File: src/rtl/datapath_pkg.sv
// Shared widths, bus-source slot indices and select type for the CPU datapath.
package datapath_pkg;

  localparam int unsigned WIDTH   = 32;
  localparam int unsigned NUM_SRC = 32;
  localparam int unsigned SEL_W   = 5;

  typedef logic [SEL_W-1:0] bus_sel_t;

  localparam bus_sel_t BUS_R0     = 5'd0;
  localparam bus_sel_t BUS_HI     = 5'd16;
  localparam bus_sel_t BUS_LO     = 5'd17;
  localparam bus_sel_t BUS_ZHIGH  = 5'd18;
  localparam bus_sel_t BUS_ZLOW   = 5'd19;
  localparam bus_sel_t BUS_PC     = 5'd20;
  localparam bus_sel_t BUS_MDR    = 5'd21;
  localparam bus_sel_t BUS_INPORT = 5'd22;
  localparam bus_sel_t BUS_CSIGN  = 5'd23;

endpackage

File: src/rtl/mdr_reg.sv
// Memory Data Register: bus/memory input mux feeding an enabled register with synchronous active-low clear.
module mdr_reg
  import datapath_pkg::*;
(
  input  logic             clk,
  input  logic             rst_n,
  input  logic             en,
  input  logic             rd,
  input  logic [WIDTH-1:0] bus_data,
  input  logic [WIDTH-1:0] mem_data,
  output logic [WIDTH-1:0] q
);

  logic [WIDTH-1:0] mdr_d_c;

  assign mdr_d_c = rd ? mem_data : bus_data;

  always_ff @(posedge clk) begin
    if (!rst_n) begin
      q <= '0;
    end else if (en) begin
      q <= mdr_d_c;
    end
  end

endmodule

File: src/rtl/cpu_datapath.sv
// Bus-centric CPU datapath: one-hot select encoder, 32:1 bus mux and the MDR.
module cpu_datapath
  import datapath_pkg::*;
(
  input  logic             clock,
  input  logic             clear,
  input  logic [31:0]      encoder_input,
  input  logic             MDR_enable,
  input  logic             Read,
  input  logic [WIDTH-1:0] MDR_data_in,
  output logic [WIDTH-1:0] MDR_data_out,
  output logic [WIDTH-1:0] bus_data
);

  logic [WIDTH-1:0] C_sign_extended;
  logic [WIDTH-1:0] bus_src [NUM_SRC];
  bus_sel_t         sel;
  logic             sel_valid;

  // Tied off until the IR immediate sign-extension is wired in.
  assign C_sign_extended = '0;

  // Priority encoder: scanning high to low leaves the lowest set bit in sel.
  always_comb begin
    sel       = '0;
    sel_valid = 1'b0;
    for (int i = NUM_SRC - 1; i >= 0; i--) begin
      if (encoder_input[i]) begin
        sel       = SEL_W'(i);
        sel_valid = 1'b1;
      end
    end
  end

  // Bus source table; reserved slots stay zero until their registers exist.
  always_comb begin
    for (int i = 0; i < int'(NUM_SRC); i++) begin
      bus_src[i] = '0;
    end
    for (int i = 0; i < 16; i++) begin
      bus_src[SEL_W'(int'(BUS_R0) + i)] = '0;
    end
    bus_src[BUS_HI]     = '0;
    bus_src[BUS_LO]     = '0;
    bus_src[BUS_ZHIGH]  = '0;
    bus_src[BUS_ZLOW]   = '0;
    bus_src[BUS_PC]     = '0;
    bus_src[BUS_INPORT] = '0;
    bus_src[BUS_MDR]    = MDR_data_out;
    bus_src[BUS_CSIGN]  = C_sign_extended;
  end

  // An all-zero select must not fall through to slot 0.
  assign bus_data = sel_valid ? bus_src[sel] : '0;

  mdr_reg u_mdr_reg (
    .clk      (clock),
    .rst_n    (clear),
    .en       (MDR_enable),
    .rd       (Read),
    .bus_data (bus_data),
    .mem_data (MDR_data_in),
    .q        (MDR_data_out)
  );

endmodule

File: config.mk
export PLATFORM = sky130hd
export DESIGN_NAME = cpu_datapath
export DESIGN_NICKNAME = d
export VERILOG_FILES = /design/src/rtl/datapath_pkg.sv /design/src/rtl/mdr_reg.sv /design/src/rtl/cpu_datapath.sv
export SDC_FILE = /design/constraint.sdc
export NUM_CORES = 1
export LEC_CHECK = 0
export CAP_MARGIN = 25
export CELL_PAD_IN_SITES_DETAIL_PLACEMENT = 1
export CELL_PAD_IN_SITES_GLOBAL_PLACEMENT = 1
export CORE_MARGIN = 5
export CORE_UTILIZATION = 25
export DETAILED_ROUTE_END_ITERATION = 10
export HOLD_SLACK_MARGIN = 0.12
export PLACE_DENSITY = 0.83
export RECOVER_POWER = 50
export SLEW_MARGIN = 25
export SYNTH_ARGS = -nofsm -noshare
export SYNTH_HDL_FRONTEND = slang
export SYNTH_HIERARCHICAL = 1
export SYNTH_SLANG_ARGS = --single-unit
File: constraint.sdc
create_clock -name clock -period 2.7 [get_ports clock]
set_input_delay 0.54 -clock clock [delete_from_list [all_inputs] [get_ports clock]]
set_output_delay 0.54 -clock clock [all_outputs]
set_load 0.01 [all_outputs]
==> flow_summary.yaml <==
run_status:
  status: "finished with violations"
  failed_checks: "setup timing"
power:
  finalPower_mw: 1.31
  power_leakage_nw: 1.79
  power-per-cell-area_mw_per_mm2: 339
  ir_worst_vdd_mv: 0.165
route:
  ant_nets: 0
  routed_wl_mm: 9.23
  drt-initial-drc-count: 50
  vias: 2428
  wire_per_inst_um: 19.1
  route.detailed.drc: 0
  dr.pass1.iters: 4
  avgViaCountPerCell: 5.04
timing:
  period_minus_slack_ns: 2.87
  worst_pin_slew_ns: 0.567
  relSlewSlack: 0.622
  finalSetupViolations: 32
  holdWs_ns: 0.548
  fin_skew_ns: 0
  fmax_mhz: 349
  setup_ws_ns: -0.166
  slew_violations: 0
  grt_setup_unrepaired: "true"
  fin_setup_tns_ns: -4.38
  min_period_over_period: 1.06
  finalHoldViolCount: 0
floorplan:
  num_rows: 32
  io-pin-count: 132
  initial_core_util: 0.255
  fp.dieW_um: 98.6
  core_mm2: 0.00769
  dieArea_mm2: 0.00972
  die_h_um: 98.6
worst_setup_path:
  arrival_ns: 2.33
  slowest_stage: "or4_4"
  cpPeakStageDelay_ns: 0.44
  rrSetupSlack_ns: 1.56
  critical_path_depth: 9
  cp_num_buf_inv: 4
  critical_path_required_ns: 2.16
  cp-end-kind: "output pin"
  crit_family: "simple AND/OR/NAND/NOR gates"
  r2r_cells: 5
  worst-setup-path-type: "in2out"
  crit_chain: "clkdlybuf4s15_2 > or4_4 > nor3_4 > nand4_1 > nor3_4 > buf_6 > buf_6 > and4_1 > buf_2"
  cp_max_fo: 8
  cp-start-kind: "input pin"
logic_synthesis:
  syn_inst: 219
  synth.ff_latch_count: 32
  ys_seq_area_frac: 0.326
  synth_edf_count: 0
  syn_area_per_cell_um2: 8.96
  synth_cell_types: 28
  ys.flop_type: "dfxtp_1"
  synth_top_area_share: 0.326
  synth.cell_area_mm2: 0.00196
  syn_nets: 287
  synth_top_area_cell: "dfxtp_1"
  yosys-top-cells-area: "dfxtp_1, mux2i_1, and4_1"
  ys_warn_count: 6
  async_reset_ff_frac: 0
placement:
  io_buffers: 131
  dp_cells: 448
  pre_cts_ws_ns: -0.987
  routabilityCongestion: 0.822
  dp_hpwl_mm: 6.24
clocking:
  clock_path_buffers: 2
  clkTransAtPathRegs_ns: 0.08
  cts_tree: "done"
  clock_insertion_delay_worst_skew_ns: 0.28
  cts_buffers: 5
  root_buffer: "clkbuf_8"
  cts_sinks: 32
  ctsHtreeMaxLevel: 2
  cts_hold_buf: 0
min_path:
  whs_path_depth: 2
  hold_class: "reg2reg"
finish:
  mostFrequentLayoutCell: "clkdlybuf4s50_1"
  largest_reg_flops: 32
  mostFrequentLayoutCells: "clkdlybuf4s50_1, a21oi_1"
  reg_top3: "u_mdr_reg/q (32)"
  syn_to_final_growth_pct: 96.2
  layout-drive-gt1-share: 0.332
  diodes: 0
  regMostFlops: "u_mdr_reg/q"
  instances_no_fill: 482
  nets: 447
global_route:
  grt_pass1_vias: 2700
  antenna_found_initial: 0
  grt_first_pass_wirelength_mm: 14.2
  grt_usage: 0.181
  grt_start_max_net_pins: 65
  overflow: 0
run:
  maxCapViolCount: 0
[through the flow]
step	instance area [um2]	utilization
after global routing	3850	0.501
after floorplan	1960	-
after detailed placement	3380	0.440
after global placement	3380	0.440
after CTS	3620	0.471
final	3850	0.501
[report_power, final]
part	total, mW	internal, mW	switching [mW]
clock	0.474	0.278	0.196
sequential	0.523	0.502	0.0207
combinational	0.309	0.176	0.132
[final timing paths]
kind | startpoint | end
worst min register to register | u_mdr_reg/q[17] | u_mdr_reg/q[17]
worst max-delay path | encoder_input[4] | bus_data[27]
worst min-delay path | u_mdr_reg/q[17] | u_mdr_reg/q[17]
worst max register to register | u_mdr_reg/q[22] | u_mdr_reg/q[22]
[cells by family after synthesis]
family | Yosys count | share of synthesized area
flops | 32 | 0.326
simple gates | 54 | 0.214
buf+inv | 26 | 0.0924
compound gates | 75 | 0.205
mux | 32 | 0.163
[final cells by class]
cell class	instances	area [um2]
Clock buffer	5	68.8
Clock inverter	3	46.3
Fill cell	888	3840
Inverter	3	11.3
Multi-Input combinational cell	161	1280
Sequential cell	32	641
Tap cell	102	128
Timing Repair Buffer	176	1670
[repair_timing]
action,4_1_cts,5_1_grt
cloned,6,0
gates resized for setup,191,52
setup buffers,11,10
setup endpoints to repair,46,32
pin swaps,34,29
[worst min-delay path, cell delays in order, from the launching register on]
cell	delay, ns
dfxtp_1	0.32
o21ai_0	0.14
a21oi_1	0.05
[per-layer routing]
metal	part of all wire	track usage	up-vias
li1	-	-	1167
met1	0.39	0.202	1179
met2	0.54	0.336	76
met3	0.065	0.0545	6
met4	0.0064	0.0410	0
met5	0	0	-
[Yosys cell counts, drive strengths merged (2+ instances only)]
cell,number
dfxtp,32
nor4,4
o311ai,2
and4,32
mux2i,32
nand2b,2
or4,3
o21ai,33
a21oi,34
clkbuf,12
buf,11
nor3,4
nor2,6
inv,3
Note: power is estimated with default switching activity, not from simulation.
==> edit (same settings) <==
Put a register stage on the output `MDR_data_out`. The value now appears one clock later. The other outputs are not delayed to match.
--- a/src/rtl/cpu_datapath.sv
+++ b/src/rtl/cpu_datapath.sv
@@ -12,4 +12,6 @@
   output logic [WIDTH-1:0] bus_data
 );
+
+  logic [WIDTH-1:0] MDR_data_d;
 
   logic [WIDTH-1:0] C_sign_extended;
@@ -47,5 +49,5 @@
     bus_src[BUS_PC]     = '0;
     bus_src[BUS_INPORT] = '0;
-    bus_src[BUS_MDR]    = MDR_data_out;
+    bus_src[BUS_MDR]    = MDR_data_d;
     bus_src[BUS_CSIGN]  = C_sign_extended;
   end
@@ -61,6 +63,10 @@
     .bus_data (bus_data),
     .mem_data (MDR_data_in),
-    .q        (MDR_data_out)
+    .q        (MDR_data_d)
   );
+
+  always_ff @(posedge clock) begin
+    MDR_data_out <= MDR_data_d;
+  end
 
 endmodule
Function: changed (Yosys sat finds a counterexample within 4 cycles, from zero or initial values).
==> edit against the original RTL <==
  * Area after synthesis increased by 28%
  * Count of clock-buffer cells in the layout increased by 5
  * Sequential share of layout area increased by 11 points
  * Sequential cell count increased by 32
  * Design area increased by 19%
  * Combinational power about the same
  * Worst setup slack got worse by 0.021 ns
  * Routed wire length increased by 15%
  * Critical endpoint is now bus_data[12]
  * The run still ends with negative setup slack left
  * Total power increased by 62%
==> edit: results (changes against the original RTL) <==
stage	metric	value	unit	change
clocking	CTS clock-pin slew for the worst setup and hold paths	0.08	ns	about the same
synthesis	syn avg cell area	10.10	um^2	+13%
cells_and_area	final-layout clock-cell area share	3.974	%	+0.98 points
timing	Final Setup Violations	32		unchanged
pwr	sw frac	27.29	%	+0.52 points
timing	Max-slew headroom	59.69	%	-2.5 points
cells_and_area	CLK BUF	10		+5
global_routing	vias in the first global route	2898		+7.3%
global_routing	Tot GR Track Use	17.19	%	-0.90 points
clocking	Worst-Skew Late Latency	0.33	ns	+0.05 ns
cells_and_area	Non-clock buffers, area share	34.48	%	-9.0 points
outcome	failing checks	negative setup slack		
place	Post-DP HPWL	6366	um	+2.0%
cells_and_area	total number of sequential cells	64		+100%
synthesis	library cells used by synthesis	26		-7.1%
timing	Setup WS post-layout	-0.1863	ns	-0.02079 ns
clocking	CTS H-tree lvls	3		+1
setup_path	Critical Path AT	2.35	ns	+0.02 ns
global_routing	grt met3 use	5.300	%	-0.15 points
cells_and_area	post-route cell area	4566	um^2	+19%
setup_path	CP Max Fanout	6		-2
global_routing	GRT met1 Usage	19.20	%	-1.0 points
detailed_routing	via count	2574		+6.0%
outcome	status	finished with violations		
cells_and_area	fraction of area in multi-input gates	29.60	%	-3.7 points
global_routing	first-pass GRT wire length	15660	um	+10%
clocking	number of gates resized after cts	247		+29%
synthesis	post-synthesis sequential area ratio	50.95	%	+18 points
synthesis	Commonest cells post-synth	64 x dfxtp_1, 35 x a21oi_1, 32 x mux2i_1, 32 x o21ai_0, 30 x and3_1		
global_routing	met2 GRT Util	31.76	%	-1.8 points
cells_and_area	final instance count without filler cells	547		+13%
setup_path	delay of the slowest critical-path stage	0.57	ns	+0.13 ns
pwr	Peak supply drop	0.0002452	V	+48%
cells_and_area	nets@finish	477		+6.7%
place	GP Congestion	0.7387		-10%
cells_and_area	nonclk buf count	166		-5.7%
synthesis	Synth Net Count	317		+10%
detailed_routing	wire length per cell	19.35	um	+1.1%
place	placed cell count	505		+13%
cells_and_area	Largest regs	MDR_data_out x32, u_mdr_reg/q x32		
timing	Setup TNS	-3.675	ns	+0.7026 ns
timing	Setup Skew	0.006326	ns	+0.006326 ns
cells_and_area	Seq area share	28.06	%	+11 points
clocking	Num CTS Buffers	9		+4
place	post-place setup slack	-0.9365	ns	+0.05070 ns
pwr	P_leak	1.967	nW	+9.7%
cells_and_area	multi-input gates	165		+2.5%
[edit: worst paths after layout]
kind	cells after the start	endpoint	start	slack, ns
worst max-delay path	10	bus_data[12]	encoder_input[15]	-0.19
worst min-delay path	0	MDR_data_out[2]	u_mdr_reg/q[2]	0.36
worst max register to register	5	u_mdr_reg/q[17]	u_mdr_reg/q[17]	1.62
worst min register to register	0	MDR_data_out[2]	u_mdr_reg/q[2]	0.36
[edit: cells by family (layout without fill, tap and decap cells)]
kind of cell,after synthesis,count (layout),share of synthesized area (%)
AO/OA/AOI/OAI,77,80,17.16
flip-flops,64,64,50.95
AND/OR/NAND/NOR,53,53,12.39
multiplexers,32,32,12.74
buffers and inverters,23,185,6.766
[edit: routing by layer]
metal | routed length [um] | share of wire, %
met1 | 4143 | 39
met2 | 5740 | 54
met3 | 605 | 5.7
met4 | 96 | 0.91
met5 | 0 | 0
